File: config.mk
export PLATFORM = sky130hd
export DESIGN_NAME = logic_gate
export DESIGN_NICKNAME = d
export VERILOG_FILES = /design/src/rtl/logic_gate_pkg.sv /design/src/rtl/logic_gate_core.sv /design/src/rtl/logic_gate.sv
export SDC_FILE = /design/constraint.sdc
export NUM_CORES = 1
export LEC_CHECK = 0
export ABC_AREA = 1
export BUFFER_PORTS_ARGS = -buffer_cell sky130_fd_sc_hd__buf_2
export CORE_AREA = 2 2 39 41
export CTS_CLUSTER_DIAMETER = 100
export CTS_CLUSTER_SIZE = 25
export DETAILED_ROUTE_END_ITERATION = 10
export DIE_AREA = 0 0 41 43
export PLACE_DENSITY = 0.54
export SYNTH_ARGS = -nofsm -noshare
export SYNTH_HDL_FRONTEND = slang
export SYNTH_SLANG_ARGS = --single-unit
File: constraint.sdc
create_clock -name clk -period 0.8 [get_ports clk]
set_input_delay 0.16 -clock clk [delete_from_list [all_inputs] [get_ports clk]]
set_output_delay 0.16 -clock clk [all_outputs]
set_load 0.05 [all_outputs]
File: src/rtl/logic_gate_pkg.sv
// Shared definitions for the registered bitwise gate unit: gate enumeration,
// gate count and the a=0/b=0 reset row.
package logic_gate_pkg;

  typedef enum logic [2:0] {
    GATE_AND  = 3'd0,
    GATE_OR   = 3'd1,
    GATE_NOT  = 3'd2,
    GATE_NAND = 3'd3,
    GATE_NOR  = 3'd4,
    GATE_XOR  = 3'd5,
    GATE_XNOR = 3'd6
  } gate_e;

  localparam int NUM_GATES = 7;

  // Value each gate produces for a=0, b=0; results reset to this row.
  function automatic logic reset_bit(input int g);
    return !(g == int'(GATE_AND) || g == int'(GATE_OR) || g == int'(GATE_XOR));
  endfunction

endpackage

File: src/rtl/logic_gate_core.sv
// Purely combinational gate core: one set of gate primitives per operand bit.
module logic_gate_core #(
  parameter int WIDTH = 1
) (
  input  logic [WIDTH-1:0] a_i,
  input  logic [WIDTH-1:0] b_i,
  output logic [WIDTH-1:0] and_o,
  output logic [WIDTH-1:0] or_o,
  output logic [WIDTH-1:0] not_o,
  output logic [WIDTH-1:0] nand_o,
  output logic [WIDTH-1:0] nor_o,
  output logic [WIDTH-1:0] xor_o,
  output logic [WIDTH-1:0] xnor_o
);

  genvar i;
  generate
    for (i = 0; i < WIDTH; i++) begin : g_bit
      and  u_and  (and_o[i],  a_i[i], b_i[i]);
      or   u_or   (or_o[i],   a_i[i], b_i[i]);
      not  u_not  (not_o[i],  a_i[i]);
      nand u_nand (nand_o[i], a_i[i], b_i[i]);
      nor  u_nor  (nor_o[i],  a_i[i], b_i[i]);
      xor  u_xor  (xor_o[i],  a_i[i], b_i[i]);
      xnor u_xnor (xnor_o[i], a_i[i], b_i[i]);
    end
  endgenerate

endmodule

File: src/rtl/logic_gate.sv
// Registered bitwise gate unit: combinational core plus one output register
// stage with valid tracking. Latency is one cycle, one operand pair per cycle.
module logic_gate
  import logic_gate_pkg::*;
#(
  parameter int WIDTH = 1
) (
  input  logic             clk,
  input  logic             rst_n,
  input  logic             in_valid,
  input  logic [WIDTH-1:0] a,
  input  logic [WIDTH-1:0] b,
  output logic             out_valid,
  output logic [WIDTH-1:0] and_gate,
  output logic [WIDTH-1:0] or_gate,
  output logic [WIDTH-1:0] not_gate,
  output logic [WIDTH-1:0] nand_gate,
  output logic [WIDTH-1:0] nor_gate,
  output logic [WIDTH-1:0] xor_gate,
  output logic [WIDTH-1:0] xnor_gate
);

  logic [NUM_GATES-1:0][WIDTH-1:0] res_d;
  logic [NUM_GATES-1:0][WIDTH-1:0] res_q;
  logic                            valid_q;

  logic_gate_core #(.WIDTH(WIDTH)) u_core (
    .a_i   (a),
    .b_i   (b),
    .and_o (res_d[GATE_AND]),
    .or_o  (res_d[GATE_OR]),
    .not_o (res_d[GATE_NOT]),
    .nand_o(res_d[GATE_NAND]),
    .nor_o (res_d[GATE_NOR]),
    .xor_o (res_d[GATE_XOR]),
    .xnor_o(res_d[GATE_XNOR])
  );

  // in_valid is a pure qualifier (no back-pressure): a high sample loads all
  // results and raises out_valid for exactly the following cycle; a low sample
  // holds the results, so operands are never looked at while in_valid is low.
  always_ff @(posedge clk or negedge rst_n) begin
    if (!rst_n) begin
      for (int g = 0; g < NUM_GATES; g++) begin
        res_q[g] <= {WIDTH{reset_bit(g)}};
      end
      valid_q <= 1'b0;
    end else begin
      valid_q <= in_valid;
      if (in_valid) begin
        res_q <= res_d;
      end
    end
  end

  assign out_valid = valid_q;
  assign and_gate  = res_q[GATE_AND];
  assign or_gate   = res_q[GATE_OR];
  assign not_gate  = res_q[GATE_NOT];
  assign nand_gate = res_q[GATE_NAND];
  assign nor_gate  = res_q[GATE_NOR];
  assign xor_gate  = res_q[GATE_XOR];
  assign xnor_gate = res_q[GATE_XNOR];

endmodule

After elaboration in Yosys (flattened, before gate mapping)
Cells that the tools add are included.
{ "classes": {"n_bitwise": 7} }
{ "op_table": {"columns": ["operator", "n"], "rows": [
  ["$not 1->1", 3],
  ["$and 1x1->1", 1],
  ["$or 1x1->1", 1],
  ["$xnor 1x1->1", 1],
  ["$xor 1x1->1", 1]
]} }
{ "word_totals": {"regBits": 8, "input_bits": 5, "out_inout_bits": 8, "word_cells": 15} }

Longest topological paths before layout
Gate-level depths: netlist of run 1.
{ "logic_depth": {"word_depth": 2, "ltp_mapped": 5, "ltp_nobuf": 5} }

Modules after synthesis
Synthesis of run 1 repeated with hierarchy kept, for this count alone.
{ "hier_totals": {"hier_cells": 40, "area_unflattened_um2": 367.9} }
{ "modules_own_cells": {"columns": ["module", "instances", "cells_per_inst", "area_each_um2", "seq_area_each_um2"], "rows": [
  ["logic_gate", 1, 31, 299.0, 205.2],
  ["logic_gate_core", 1, 9, 68.8, 0.0]
]} }

Least setup slack after synthesis of run 1
No wires, ideal clock.
{ "synth_timing": {"path_type": "reg-to-reg", "startpoint": "reg, netlist name xnor_gate", "endpoint": "reg res_q, in the netlist xnor_gate", "setup_time_ns": 0.060, "arrival_time_ns": 0.808, "required_ns": 0.740, "setup_slack_ns": -0.069, "stages_incl_launch_ff": 3, "n_path_buf": 0, "synth_period_minus_slack_ns": 0.869, "path_cell_list": "dfstp_2 -> nand2_1 -> nand2_1"} }
{ "synth_rtl": {"columns": ["item", "line_no", "rtl"], "rows": [
  ["to (signal, indexed assignment)", "logic_gate.sv:45", "res_q[g] <= {WIDTH{reset_bit(g)}};"],
  ["to (signal assigned)", "logic_gate.sv:51", "res_q <= res_d;"],
  ["to (decl)", "logic_gate.sv:24", "logic [NUM_GATES-1:0][WIDTH-1:0] res_q;"]
]} }

Worst setup path after layout of run 1
{ "layout_timing": {"startpoint": "reg res_q, in the netlist xnor_gate", "endpoint": "out xnor_gate"} }
{ "layout_rtl": {"columns": ["item", "line_no", "rtl"], "rows": [
  ["to (decl)", "logic_gate.sv:20", "output logic [WIDTH-1:0] xnor_gate"]
]} }
No word-level cell between the ends.

==> results.cfg, run 1 <==
[sta]
slew_headroom_pct = 87.7
worstMarginPinSlew_ps = 185
rsz0062_at_grt = true
fin_tns_setup_ps = -1880
fin_skew_ps = 0
max_clock_freq_ghz = 0.897
hold_violations = 0
min_period_ps = 1110
maxSlewViolCount = 0
setup_viol = 8
setup_ws_ps = -314
fin_crit_sh_pct = 139

[cts]
cts_tree = built
clkTransAtPathRegs_ps = 60
root_buffer = clkbuf_4
cts_buffers = 3
cts.sinks = 8
htreeDepth = 1
clk_path_buf_depth = 2
clk_latency_ps = 250

[critical_path]
path_cells = buf_8
worst_r2r_path_depth = 2
crit_path_end_kind = output pin
critPathKind = flop to output pin
arrival_ps = 950
critPathMaxFanout = 2
slowest_delay_ps = 550
critical_path_required_ps = 640
start_kind = flop
crit_cells = 1
crit_buf_inv = 1
crit_family = flip-flops
slowest_stage = dfstp_2

[pwr]
ir_drop_mv = 0.878
power_density_nw_per_um2 = 2030
p_leak_nw = 0.313

[job]
cap_violations = 0

[drt]
wirelength_um = 706
postRouteAntennaNets = 0
drc = 0
dr.pass1.iters = 2
drtIter0Drc = 4
routed_via_density = 3.83
wl_per_cell_um = 9.29
vias = 291

[finish]
final_common_cell = nand2_1
nets = 70
insertedDiodeCount = 0
layout_common_cells = 21 x nand2_1, 5 x inv_1
final-instance-count-excl-fill = 76
layout-drive-gt1-share_pct = 45.0
areaGrowthSynthToFinish_pct = 55.4

[run_status]
violations = setup timing
status = finished with violations

[die]
dieArea_um2 = 1760
die_h_um = 43
top_level_ports = 13
initial_core_util_pct = 26.6
die_w_um = 41
core_area_um2 = 1380
num_rows = 14

[global_routing]
grt-busiest-layer = met2
gr-usage-met1_pct = 12.1
track_usage_pct = 11.1
grt_pass1_vias = 291
met3_usage_pct = 3.14
overflow = 0
grt_pass1_wl_um = 1210
grt_antenna_before_repair = 0
use_met2_pct = 14.4
grt_max_degree = 10

[place]
place_inst = 71
port_buffers = 12
place_congestion = 0.717
place_hpwl_um = 497

[worst_hold_path]
min_path_type = primary input to flop
min_path_cells = 1

[yosys]
synthCells = 40
synth.distinct_cells = 7
syn_avg_cell_area_um2 = 9.20
yosys_warnings = 0
syn_nets = 49
synth_seq_cells = 8
netlist_area_um2 = 368
synth-seq-area-share_pct = 55.8
==> Yosys cell counts <==
| library cell | n | area [µm²] |
|---|---|---|
| buf_6 | 1 | 11.3 |
| dfrtp_1 | 4 | 100 |
| dfstp_2 | 4 | 105 |
| ha_1 | 4 | 50.1 |
| inv_1 | 5 | 18.8 |
| inv_2 | 1 | 3.75 |
| nand2_1 | 21 | 78.8 |
==> state kept, by name (all words and copies together), names as in the netlist <==
| signal | flops |
|---|---|
| nor_gate | 1 |
| and_gate | 1 |
| nand_gate | 1 |
| or_gate | 1 |
| not_gate | 1 |
| out_valid | 1 |
| xor_gate | 1 |
| xnor_gate | 1 |
==> stage by stage <==
step                worst slack (ps)  hold WS [ps]  util, %  cell area (µm²)  total power [W]
global route                    -346           122     41.3              572          0.00123
finish                          -314           120     41.3              572          0.00116
global placement                -118          9.98     34.0              470         0.000748
floorplan                      -59.4          -136        -              372         0.000675
detailed placement              -124          12.3     34.0              470         0.000750
CTS                             -324           117     41.0              568          0.00117
==> logic make-up after synthesis <==
| kind of cell | Yosys count | share of synthesized area, % |
|---|---|---|
| buffers and inverters | 7 | 9.18 |
| flip-flops | 8 | 55.8 |
| adder cells (fa/ha/maj) | 4 | 13.6 |
| AND/OR/NAND/NOR | 21 | 21.4 |
==> path summary, 6_finish.rpt <==
check / slack (ps) / start / to
setup / recovery: -310 / xnor_gate$_DFFE_PN1P_ / xnor_gate
hold / removal: 120 / in_valid / out_valid$_DFF_PN0_
setup reg to reg: 90 / nand_gate$_DFFE_PN1P_ / nand_gate$_DFFE_PN1P_
hold reg to reg: 470 / xnor_gate$_DFFE_PN1P_ / xnor_gate$_DFFE_PN1P_
max in group asynchronous: 270 / rst_n / nand_gate$_DFFE_PN1P_
min in group asynchronous: 280 / rst_n / xor_gate$_DFFE_PN0P_
==> where the power goes <==
group / switching, W / leakage, nW / internal, W / total, W
Clock: 0.000150 / 0.0150 / 0.000192 / 0.000341
Sequential: 0.0000288 / 0.0868 / 0.000459 / 0.000488
Combinational: 0.000200 / 0.211 / 0.000129 / 0.000330
==> timing repair <==
item                                    in CTS  in global routing
endpoints found under the setup margin       8                  8
setup buffers                                0                  0
hold buffers                                 1                  0
gates resized for setup                     19                  1
endpoints found under the hold margin        8                  0
==> final cells by class <==
| type | count | area, µm² |
|---|---|---|
| clock buffer | 4 | 26.3 |
| sequential | 8 | 209 |
| tap | 16 | 20.0 |
| multi-input combinational | 25 | 129 |
| fill | 135 | 812 |
| timing repair buffer | 17 | 165 |
| inverter | 6 | 22.5 |
==> routing by layer <==
layer  share of wire, %  wire length, µm  up-vias
met5                  0                0        -
met4                6.2               44        0
met3                3.5               25        4
met2                 47              332        9
met1                 43              302      122
li1                   -                -      156
(Power assumes the default switching activity.)
==> run 2, diff against run 1 <==
Settings changed: SYNTH_HIERARCHICAL set to 1.
==> results.cfg, run 2 <==
[finish]
final_common_cell = nand2_1
final_util_pct = 41.3
stdcell_area_um2 = 572
insertedDiodeCount = 0
final-instance-count-excl-fill = 76
multi_input_area_um2 = 129
layout-drive-gt1-share_pct = 45.0
regArea_um2 = 209
layout_common_cells = 21 x nand2_1, 5 x inv_1
nets = 70
fill_cells = 138
areaGrowthSynthToFinish_pct = 55.4

[critical_path]
reg2reg_from = nand_gate$_DFFE_PN1P_
crit_family = flip-flops
slowest_stage = dfstp_2
start_kind = flop
critPathKind = flop to output pin
slowest_delay_ps = 550
arrival_ps = 960
crit_buf_inv = 1
critical_path_required_ps = 640
critPathMaxFanout = 2
crit_path_end_kind = output pin
path_cells = buf_8
regToRegEndpoint = nand_gate$_DFFE_PN1P_
rrSetupSlack_ps = 60
worst_r2r_path_depth = 2

[sta]
slew_headroom_pct = 88.0
hold_slack_ps = 129
maxSlewViolCount = 0
fin_skew_ps = 0
min_period_ps = 1120
setup_ws_ps = -315
fin_crit_sh_pct = 139
rsz0062_at_grt = true
hold_violations = 0
worstMarginPinSlew_ps = 180
setup_viol = 8
fin_tns_setup_ps = -1850
max_clock_freq_ghz = 0.897

[global_routing]
overflow = 0
grt_antenna_before_repair = 0
grt_pass1_wl_um = 1100
grt_max_degree = 10
track_usage_pct = 10.3
grt_pass1_vias = 278

[worst_hold_path]
min_path_cells = 1
min_path_type = primary input to flop
min_from = in_valid
hold_end = out_valid$_DFF_PN0_

[yosys]
synth.distinct_cells = 7
yosys.area.top_type_share_pct = 28.6
yosysMostFrequentCell = nand2_1
synth_largest_area_cell = dfstp_2
synth-seq-area-share_pct = 55.8
netlist_area_um2 = 368
synthCells = 40
synth_ff_type = dfstp_2
async_flop_share_pct = 100
synth_edf_count = 0
yosys_warnings = 6
synth_seq_cells = 8
syn_nets = 49
yosys-top-cells-area = dfstp_2 29%, dfrtp_1 27%, nand2_1 21%
syn_avg_cell_area_um2 = 9.20
synth_commonest_cells = 21 x nand2_1, 5 x inv_1, 4 x dfrtp_1, 4 x dfstp_2, 4 x ha_1

[drt]
postRouteAntennaNets = 0
vias = 293
wl_per_cell_um = 9.30
dr.pass1.iters = 2
drtIter0Drc = 3
routed_via_density = 3.86
wirelength_um = 707
met2_length_um = 333
drc = 0
wl_met1_um = 319
maxUsedRoutingLayer = met4
wl_met3_um = 24

[die]
die_h_um = 43
dieArea_um2 = 1760
initial_core_util_pct = 26.6
core_area_um2 = 1380
die_w_um = 41
num_rows = 14
top_level_ports = 13

[pwr]
p_leak_nw = 0.313
power_density_nw_per_um2 = 2010
ir_drop_mv = 0.683

[place]
place_inst = 71
place_hpwl_um = 544
port_buffers = 12
placed_cell_area_um2 = 470
place_congestion = 0.724

[run_status]
violations = setup timing
status = finished with violations

[cts]
root_buffer = clkbuf_4
cts.sinks = 8
clk_path_buf_depth = 2
cts_buffers = 3
clk_latency_ps = 250
cts_tree = built
htreeDepth = 1
clkTransAtPathRegs_ps = 60

[job]
cap_violations = 0
run 2: cell counts after synthesis:
No cell type changed its count.
run 2: what timing repair did:
item	CTS	global route
gates resized for setup	19	1
hold endpoints to repair	8	0
setup endpoints to repair	8	8
hold buffers	1	0
setup buffers	0	0
run 2: how the worst max path moves through the flow:
stage                          start                   end  slack, ps  depth (start not counted)
6_report       nand_gate$_DFFE_PN1P_             nand_gate       -320                          1
4_1_cts        nand_gate$_DFFE_PN1P_             nand_gate       -330                          1
3_3_place_gp   xnor_gate$_DFFE_PN1P_             xnor_gate       -120                          1
5_1_grt        nand_gate$_DFFE_PN1P_             nand_gate       -350                          1
3_5_place_dp   nand_gate$_DFFE_PN1P_             nand_gate       -130                          1
2_1_floorplan   not_gate$_DFFE_PN1P_  not_gate$_DFFE_PN1P_        -60                          2
run 2: layout make-up:
| class | instances | share of cell area [%] |
|---|---|---|
| Clock buffer | 4 | 4.60 |
| Multi-Input combinational cell | 25 | 22.5 |
| Timing Repair Buffer | 17 | 28.9 |
| Sequential cell | 8 | 36.5 |
| Tap cell | 16 | 3.50 |
| Inverter | 6 | 3.94 |
run 2: routing by layer:
| layer | track usage, % | vias up |
|---|---|---|
| met5 | 0 | - |
| met3 | 3.14 | 4 |
| met2 | 13.8 | 9 |
| li1 | - | 156 |
| met4 | 12.0 | 0 |
| met1 | 11.1 | 124 |
run 2: where the power goes:
group          internal, W  total (W)  leakage, nW  switching, W
sequential        0.000460   0.000490       0.0868     0.0000302
combinational     0.000129   0.000331        0.211      0.000201
clock             0.000191   0.000326       0.0150      0.000136
run 2: cell families after synthesis:
kind of cell	share of synthesized area, %
and+or+nand+nor	21.4
DFF	55.8
buffers and inverters	9.18
adders and majority gates	13.6
run 2: per-stage QoR:
stage,setup WS [ps],power (W)
floorplan,-59.4,0.000675
global placement,-117,0.000747
detailed placement,-134,0.000753
CTS,-326,0.00117
global route,-351,0.00124
finish,-315,0.00115
